File: src/rtl/cfg_stream_loader.sv
`default_nettype none
// ============================================================================
// Module      : cfg_stream_loader
// Description : Configuration producer for FUNC_CELL instances. Assembles a
//               framed, LSB-first configuration stream (valid/ready) into a
//               shadow register and commits a complete, well-formed frame
//               atomically to the flat config_sig bus. Malformed frames set a
//               sticky error and leave the active configuration untouched.
//               Cell k consumes config_sig[k*CELL_CFG_WIDTH +: CELL_CFG_WIDTH].
// Optional    : `define CFG_PARITY_EN adds cfg_in_parity (even parity of
//               cfg_in_data); a mismatching beat spoils the frame.
// Ports       : clk, reset        - clock, synchronous active-high reset
//               cfg_in_valid/ready- stream handshake
//               cfg_in_data/last  - stream word, end-of-frame marker
//               cfg_in_parity     - (CFG_PARITY_EN only) even parity bit
//               config_sig        - active configuration bus
//               cfg_busy          - frame in progress
//               cfg_done          - one-cycle pulse on commit
//               cfg_error         - sticky frame error
// Revision    : 1.0 - initial release
// ============================================================================
module cfg_stream_loader #(
  parameter int NUM_CELLS      = 4,
  parameter int CELL_CFG_WIDTH = 2,
  parameter int IN_WIDTH       = 4
) (
  input  logic                                clk,
  input  logic                                reset,
  input  logic                                cfg_in_valid,
  output logic                                cfg_in_ready,
  input  logic [IN_WIDTH-1:0]                 cfg_in_data,
  input  logic                                cfg_in_last,
`ifdef CFG_PARITY_EN
  input  logic                                cfg_in_parity,
`endif
  output logic [NUM_CELLS*CELL_CFG_WIDTH-1:0] config_sig,
  output logic                                cfg_busy,
  output logic                                cfg_done,
  output logic                                cfg_error
);

  localparam int TOTAL  = NUM_CELLS * CELL_CFG_WIDTH;
  localparam int NWORDS = (TOTAL + IN_WIDTH - 1) / IN_WIDTH;
  localparam int SHW    = NWORDS * IN_WIDTH;
  localparam int CNT_W  = $clog2(NWORDS + 1);

  typedef enum logic [1:0] {
    S_IDLE   = 2'd0,
    S_LOAD   = 2'd1,
    S_DRAIN  = 2'd2,
    S_COMMIT = 2'd3
  } state_e;

  state_e             state_q, state_d;
  logic [CNT_W-1:0]   word_cnt_q, word_cnt_d;
  logic [TOTAL-1:0]   shadow_q, shadow_d;
  logic [TOTAL-1:0]   config_q, config_d;
  logic               done_q, done_d;
  logic               error_q, error_d;

  logic               w_beat;
  logic               w_par_ok;
  logic               w_final_word;
  logic               w_wr_en;
  logic [CNT_W-1:0]   w_wr_idx;
  logic [SHW-1:0]     w_pad;

`ifdef CFG_PARITY_EN
  assign w_par_ok = ~(^{cfg_in_data, cfg_in_parity});
`else
  assign w_par_ok = 1'b1;
`endif

  // Ready depends only on state (and reset) so the producer never sees a
  // combinational path from its own valid.
  assign cfg_in_ready = (state_q != S_COMMIT) && !reset;
  assign w_beat       = cfg_in_valid && cfg_in_ready;
  assign w_final_word = ((int'(word_cnt_q) + 1) == NWORDS);

  always_comb begin
    state_d    = state_q;
    word_cnt_d = word_cnt_q;
    config_d   = config_q;
    error_d    = error_q;
    done_d     = 1'b0;
    w_wr_en    = 1'b0;
    w_wr_idx   = word_cnt_q;

    case (state_q)
      S_IDLE: begin
        if (w_beat) begin
          error_d    = 1'b0;
          w_wr_en    = 1'b1;
          w_wr_idx   = '0;
          word_cnt_d = CNT_W'(1);
          if (!w_par_ok) begin
            if (cfg_in_last) begin
              error_d    = 1'b1;
              word_cnt_d = '0;
            end else begin
              state_d = S_DRAIN;
            end
          end else if (cfg_in_last && NWORDS == 1) begin
            state_d = S_COMMIT;
          end else if (cfg_in_last) begin
            // Short frame: ends before all words arrived.
            error_d    = 1'b1;
            word_cnt_d = '0;
          end else if (NWORDS == 1) begin
            state_d = S_DRAIN;
          end else begin
            state_d = S_LOAD;
          end
        end
      end

      S_LOAD: begin
        if (w_beat) begin
          w_wr_en    = 1'b1;
          word_cnt_d = word_cnt_q + CNT_W'(1);
          if (!w_par_ok) begin
            if (cfg_in_last) begin
              error_d    = 1'b1;
              word_cnt_d = '0;
              state_d    = S_IDLE;
            end else begin
              state_d = S_DRAIN;
            end
          end else if (cfg_in_last && w_final_word) begin
            state_d = S_COMMIT;
          end else if (cfg_in_last) begin
            error_d    = 1'b1;
            word_cnt_d = '0;
            state_d    = S_IDLE;
          end else if (w_final_word) begin
            // All words present but no last marker: overlong frame.
            state_d = S_DRAIN;
          end
        end
      end

      S_DRAIN: begin
        if (w_beat && cfg_in_last) begin
          error_d    = 1'b1;
          word_cnt_d = '0;
          state_d    = S_IDLE;
        end
      end

      S_COMMIT: begin
        config_d   = shadow_q;
        done_d     = 1'b1;
        word_cnt_d = '0;
        state_d    = S_IDLE;
      end

      default: begin
        state_d    = S_IDLE;
        word_cnt_d = '0;
      end
    endcase

    // Write into a word-aligned copy so the final word's excess bits fall
    // off when truncating back to TOTAL.
    w_pad              = '0;
    w_pad[TOTAL-1:0]   = shadow_q;
    if (w_wr_en) begin
      for (int w = 0; w < NWORDS; w++) begin
        if (w == int'(w_wr_idx)) begin
          w_pad[w*IN_WIDTH +: IN_WIDTH] = cfg_in_data;
        end
      end
    end
    shadow_d = w_pad[TOTAL-1:0];
  end

  always_ff @(posedge clk) begin
    if (reset) begin
      state_q    <= S_IDLE;
      word_cnt_q <= '0;
      shadow_q   <= '0;
      config_q   <= '0;
      done_q     <= 1'b0;
      error_q    <= 1'b0;
    end else begin
      state_q    <= state_d;
      word_cnt_q <= word_cnt_d;
      shadow_q   <= shadow_d;
      config_q   <= config_d;
      done_q     <= done_d;
      error_q    <= error_d;
    end
  end

  assign config_sig = config_q;
  assign cfg_busy   = (state_q != S_IDLE);
  assign cfg_done   = done_q;
  assign cfg_error  = error_q;

endmodule
`default_nettype wire

File: config.mk
export PLATFORM = sky130hd
export DESIGN_NAME = cfg_stream_loader
export DESIGN_NICKNAME = d
export VERILOG_FILES = /design/src/rtl/cfg_stream_loader.sv
export SDC_FILE = /design/constraint.sdc
export NUM_CORES = 1
export LEC_CHECK = 0
export ABC_AREA = 1
export BUFFER_PORTS_ARGS = -buffer_cell sky130_fd_sc_hd__buf_2
export CAP_MARGIN = 10
export CORE_MARGIN = 5
export CORE_UTILIZATION = 56
export DETAILED_ROUTE_END_ITERATION = 10
export GPL_ROUTABILITY_DRIVEN = 0
export PLACE_DENSITY = 0.81
export SKIP_LAST_GASP = 1
export SYNTH_ARGS = -nofsm -noshare
export SYNTH_HDL_FRONTEND = slang
export SYNTH_SLANG_ARGS = --single-unit
File: constraint.sdc
create_clock -name clk -period 3 [get_ports clk]
set_clock_uncertainty 0.05 [all_clocks]
set_input_delay 0.75 -clock clk [delete_from_list [all_inputs] [get_ports clk]]
set_output_delay 0.75 -clock clk [all_outputs]
set_load 0.005 [all_outputs]
# ---- Word level (Yosys, flattened, before mapping)
# Cells that the tools add are included.
# Widths: inputs -> output; s select.
dict set report word_totals {
  reg_bits 22
  output_inout_bits 12
  word_cells 63
}
dict set report classes {
  addsub 2
  n_eq_ne 13
  muxes 26
  reduce_logical 15
}
# operator n
set op_table {}
lappend op_table {{$mux 2} 13}
lappend op_table {{$pmux 2 s4} 2}
lappend op_table {{$ne 2x2->1 const B} 7}
lappend op_table {{$mux 1} 10}
lappend op_table {{$reduce_and 6->1} 1}
lappend op_table {{$reduce_and 5->1} 1}
lappend op_table {{$eq 2x2->1 const B} 2}
lappend op_table {{$logic_and 1x1->1} 4}
lappend op_table {{$logic_not 2->1} 2}
lappend op_table {{$ne 4x4->1 const B} 1}
lappend op_table {{$reduce_and 2->1} 2}
lappend op_table {{$add 2x1->3 const B} 1}
lappend op_table {{$eq 3x2->1 const B} 1}
lappend op_table {{$pmux 1 s3} 1}
lappend op_table {{$reduce_and 3->1} 1}
lappend op_table {{$reduce_bool 3->1} 1}
lappend op_table {{$add 2x1->2 const B} 1}
lappend op_table {{$eq 2x1->1 const B} 1}
lappend op_table {{$eq 2x2->1 const A} 1}
lappend op_table {{$reduce_bool 2->1} 1}
lappend op_table {{$reduce_or 2->1} 1}
lappend op_table {{$logic_not 1->1} 1}

# ---- Logic depth before layout (Yosys ltp)
dict set report logic_depth {
  depth_word 7
  depth_mapped 10
  ltp_nobuf 10
}

# ---- Worst setup path after synthesis
# No wires, ideal clock.
dict set report synth_path {
  path_kind {input-to-output}
  startpoint {in reset}
  endpoint {out cfg_in_ready}
  t_arrival_ns 0.966
  required_time_ns 2.200
  slack_ns 1.234
  stages 2
  cell_sequence {nor2_4 > buf_6}
}
dict set report synth_via {
  elab_chain_len 2
}
# element line_no
set synth_lines {}
lappend synth_lines {{start, declared} 28} ;# input logic reset,
lappend synth_lines {{$logic_not 1->1} 76} ;# assign cfg_in_ready = (state_q != S_COMMIT) && !reset;
lappend synth_lines {{$logic_and 1x1->1} 76}
lappend synth_lines {{end, declared} 30} ;# output logic cfg_in_ready,
# No other way between the ends.

# ---- Worst setup path after layout
dict set report layout_path {
  startpoint {reg state_q[0]}
  endpoint {out cfg_in_ready}
}
dict set report layout_via {
  elab_chain_len 2
}
# element line_no
set layout_lines {}
lappend layout_lines {{start, declared} 54} ;# state_e state_q, state_d;
lappend layout_lines {{start signal, assigned} 186} ;# state_q <= state_d;
lappend layout_lines {{$ne 2x2->1} 76}
lappend layout_lines {{$logic_and 1x1->1} 76}
# No other way between the ends.

==> flow_metrics.py <==
metrics = {
    "status": {
        "status": "finished, final reports clean",
    },
    "drt": {
        "drtPass1Iterations": 4,
        "drc": 0,
        "routed_wl_um": 1970,
        "drtAntennaViolNets": 0,
        "vias_per_cell": 5.06,
        "drtIter0Drc": 17,
        "routedWlPerCell_um": 11.1,
        "num_vias": 901,
    },
    "die": {
        "die_area_um2": 2800,
        "fp.coreArea_um2": 1750,
        "io_pins": 20,
        "initial_core_util_pct": 59.0,
        "die_h_um": 52.9,
        "dieWidth_um": 52.9,
        "num_rows": 15,
    },
    "clock_network": {
        "cts_buffers": 3,
        "cts_tree": "yes",
        "cts.sinks": 22,
        "cts_buffer_depth": 2,
        "holdBufCountCts": 0,
        "post_cts_resized": 0,
        "cts.clk_slew.worst_paths_ps": 130,
        "insertion_delay_ps": 310,
        "root_buffer": "clkbuf_4",
        "cts_max_level": 1,
        "post-cts-setup-buffer-count": 0,
    },
    "logic_synthesis": {
        "synthArstFlopShare_pct": 0,
        "synth_top_area_cell": "dfxtp_1",
        "synth_xor_area_share_pct": 0,
        "yosys.area_share.simple_pct": 32.4,
        "synth_area_per_cell_um2": 7.80,
        "synth_warnings": 0,
        "synthFlopType": "dfxtp_1",
        "synth_mux_area_share_pct": 0,
        "yosys.cell_count.top_type": "nor2_1",
        "synthCells": 132,
        "synthTopCellsByArea": "dfxtp_1 (43%), nor2_1 (8.7%), nand2_1 (8.4%)",
        "syn_area_um2": 1030,
        "yosysTopAreaCellShare_pct": 42.8,
        "synth_top_family_by_area": "simple AND/OR/NAND/NOR gates",
        "ys_top_cells_by_count": "nor2_1 (24), nand2_1 (23), dfxtp_1 (22), inv_1 (15), nand3_1 (14)",
        "ys_seq_area_share_pct": 42.8,
        "mappedNetlistNets": 145,
        "synthAdderAreaFrac_pct": 6.08,
        "ys_seq_elements": 22,
        "synth_edf_count": 0,
        "synth_compound_gate_area_share_pct": 11.1,
        "ys_types": 19,
    },
    "global_routing": {
        "grtUsageMet2_pct": 27.7,
        "use_met1_pct": 20.8,
        "grt_pass1_vias": 817,
        "busiest_layer": "met2",
        "grt_start_max_net_pins": 14,
        "track_usage_pct": 17.0,
        "met3_usage_pct": 3.38,
        "overflow": 0,
        "grt_pass1_wl_um": 3480,
        "antenna_found_initial": 0,
    },
    "worst_setup_path": {
        "crit_family": "flip-flops",
        "r2r_slack_ps": 1380,
        "timing_worst_setup_path_type": "register to output pin",
        "worst_setup_path_end_kind": "output pin",
        "crit_slowest_cell": "dfxtp_1",
        "r2r_cells": 7,
        "worst_ep_arrival_time_ps": 1360,
        "r2r-end": "shadow_q[5]",
        "cpPeakStageDelay_ps": 360,
        "r2r-start": "state_q[0]",
        "crit_chain": "ha_1, nor2_4, buf_2",
        "cp_num_buf_inv": 1,
        "cp.required_ps": 2200,
        "path_max_fanout": 11,
        "crit_path_start_kind": "register",
    },
    "final_layout": {
        "final_nets": 167,
        "drive_gt1_share_pct": 24.2,
        "fin_cells": 178,
        "final_cell_area_um2": 1190,
        "diodes": 0,
        "syn2layout_area_growth_pct": 15.9,
        "nFillCells": 152,
    },
    "sta": {
        "finalSetupViolCount": 0,
        "hold_viol_final": 0,
        "slew_violations": 0,
        "slew_headroom_pct": 75.9,
        "hold_slack_ps": 420,
        "fin_crit_ps": 2160,
        "tns_ps": 0,
        "finalCritPeriodShare_pct": 71.9,
        "fmax_ghz": 0.463,
        "rsz0062_at_grt": "false",
        "worst_pin_slew_ps": 361,
    },
    "place": {
        "placed_cells": 174,
        "hpwl_um": 1490,
        "place_area_um2": 1140,
        "portBuffers": 19,
    },
    "power_and_ir_drop": {
        "power_density_nw_per_um2": 809,
        "peakVddDrop_uv": 469,
        "leakage_nw": 0.595,
    },
    "hold_path": {
        "hold_depth": 1,
        "hold_class": "register to register",
        "hp-start": "shadow_q[5]",
        "hold_end": "config_sig[5]",
    },
    "run": {
        "drv_cap": 0,
    },
}
[state kept, by name (all words and copies together) (netlist names)]
signal and count:
cfg_done 1, cfg_error 1, config_sig 8, shadow_q 8, state_q 2, word_cnt_q 2
[metrics by stage]
step | worst slack, ps | power, mW | utilization (%)
2_1_floorplan | 1230 | 0.664 | -
3_3_place_gp | 911 | 0.730 | 65.4
3_5_place_dp | 902 | 0.745 | 65.4
4_1_cts | 810 | 0.971 | 68.4
5_1_grt | 734 | 1.05 | 68.4
6_report | 842 | 0.965 | 68.4
[metal layers]
metal,share of wire (%),routed length [µm]
met2,49,970
met1,44,867
met3,5.7,113
met5,0,0
met4,0.86,17
[layout by cell type (no fill, tap or decap), types with 3 or more instances in the layout]
cell / instances
clkbuf_4: 3
ha_1: 5
nand3_1: 14
dfxtp_1: 22
nor2_2: 4
nor2_1: 24
a22o_1: 8
buf_2: 19
inv_1: 15
nand2_1: 23
[report_power, final]
part           internal (mW)  switching [mW]
Clock                  0.135          0.0889
Combinational          0.135           0.235
Sequential             0.336          0.0350
[how the worst max path moves through the flow]
stage | end | slack, ps | cells after the start | startpoint
after floorplan | cfg_in_ready | 1230 | 2 | reset
after global placement | cfg_in_ready | 910 | 3 | reset
after detailed placement | cfg_in_ready | 900 | 3 | reset
after CTS | cfg_in_ready | 810 | 3 | state_q[0]
after global routing | cfg_in_ready | 730 | 3 | state_q[0]
final | cfg_in_ready | 840 | 3 | state_q[0]
[layout make-up]
cell class,count,area (µm²),area share (%)
repair buffers,19,95.1,7.97
clock inverters,1,30.0,2.52
well taps,25,31.3,2.62
inverters,17,63.8,5.35
clock buffers,3,22.5,1.89
multi-input cells,91,510,42.8
flip-flops and latches,22,440,36.9
[cell families after synthesis]
kind of cell	count (synthesis)
flops	22
compound gates	14
simple gates	72
buf+inv	19
fa+ha+maj	5
Note: power is estimated with default switching activity, not from simulation.
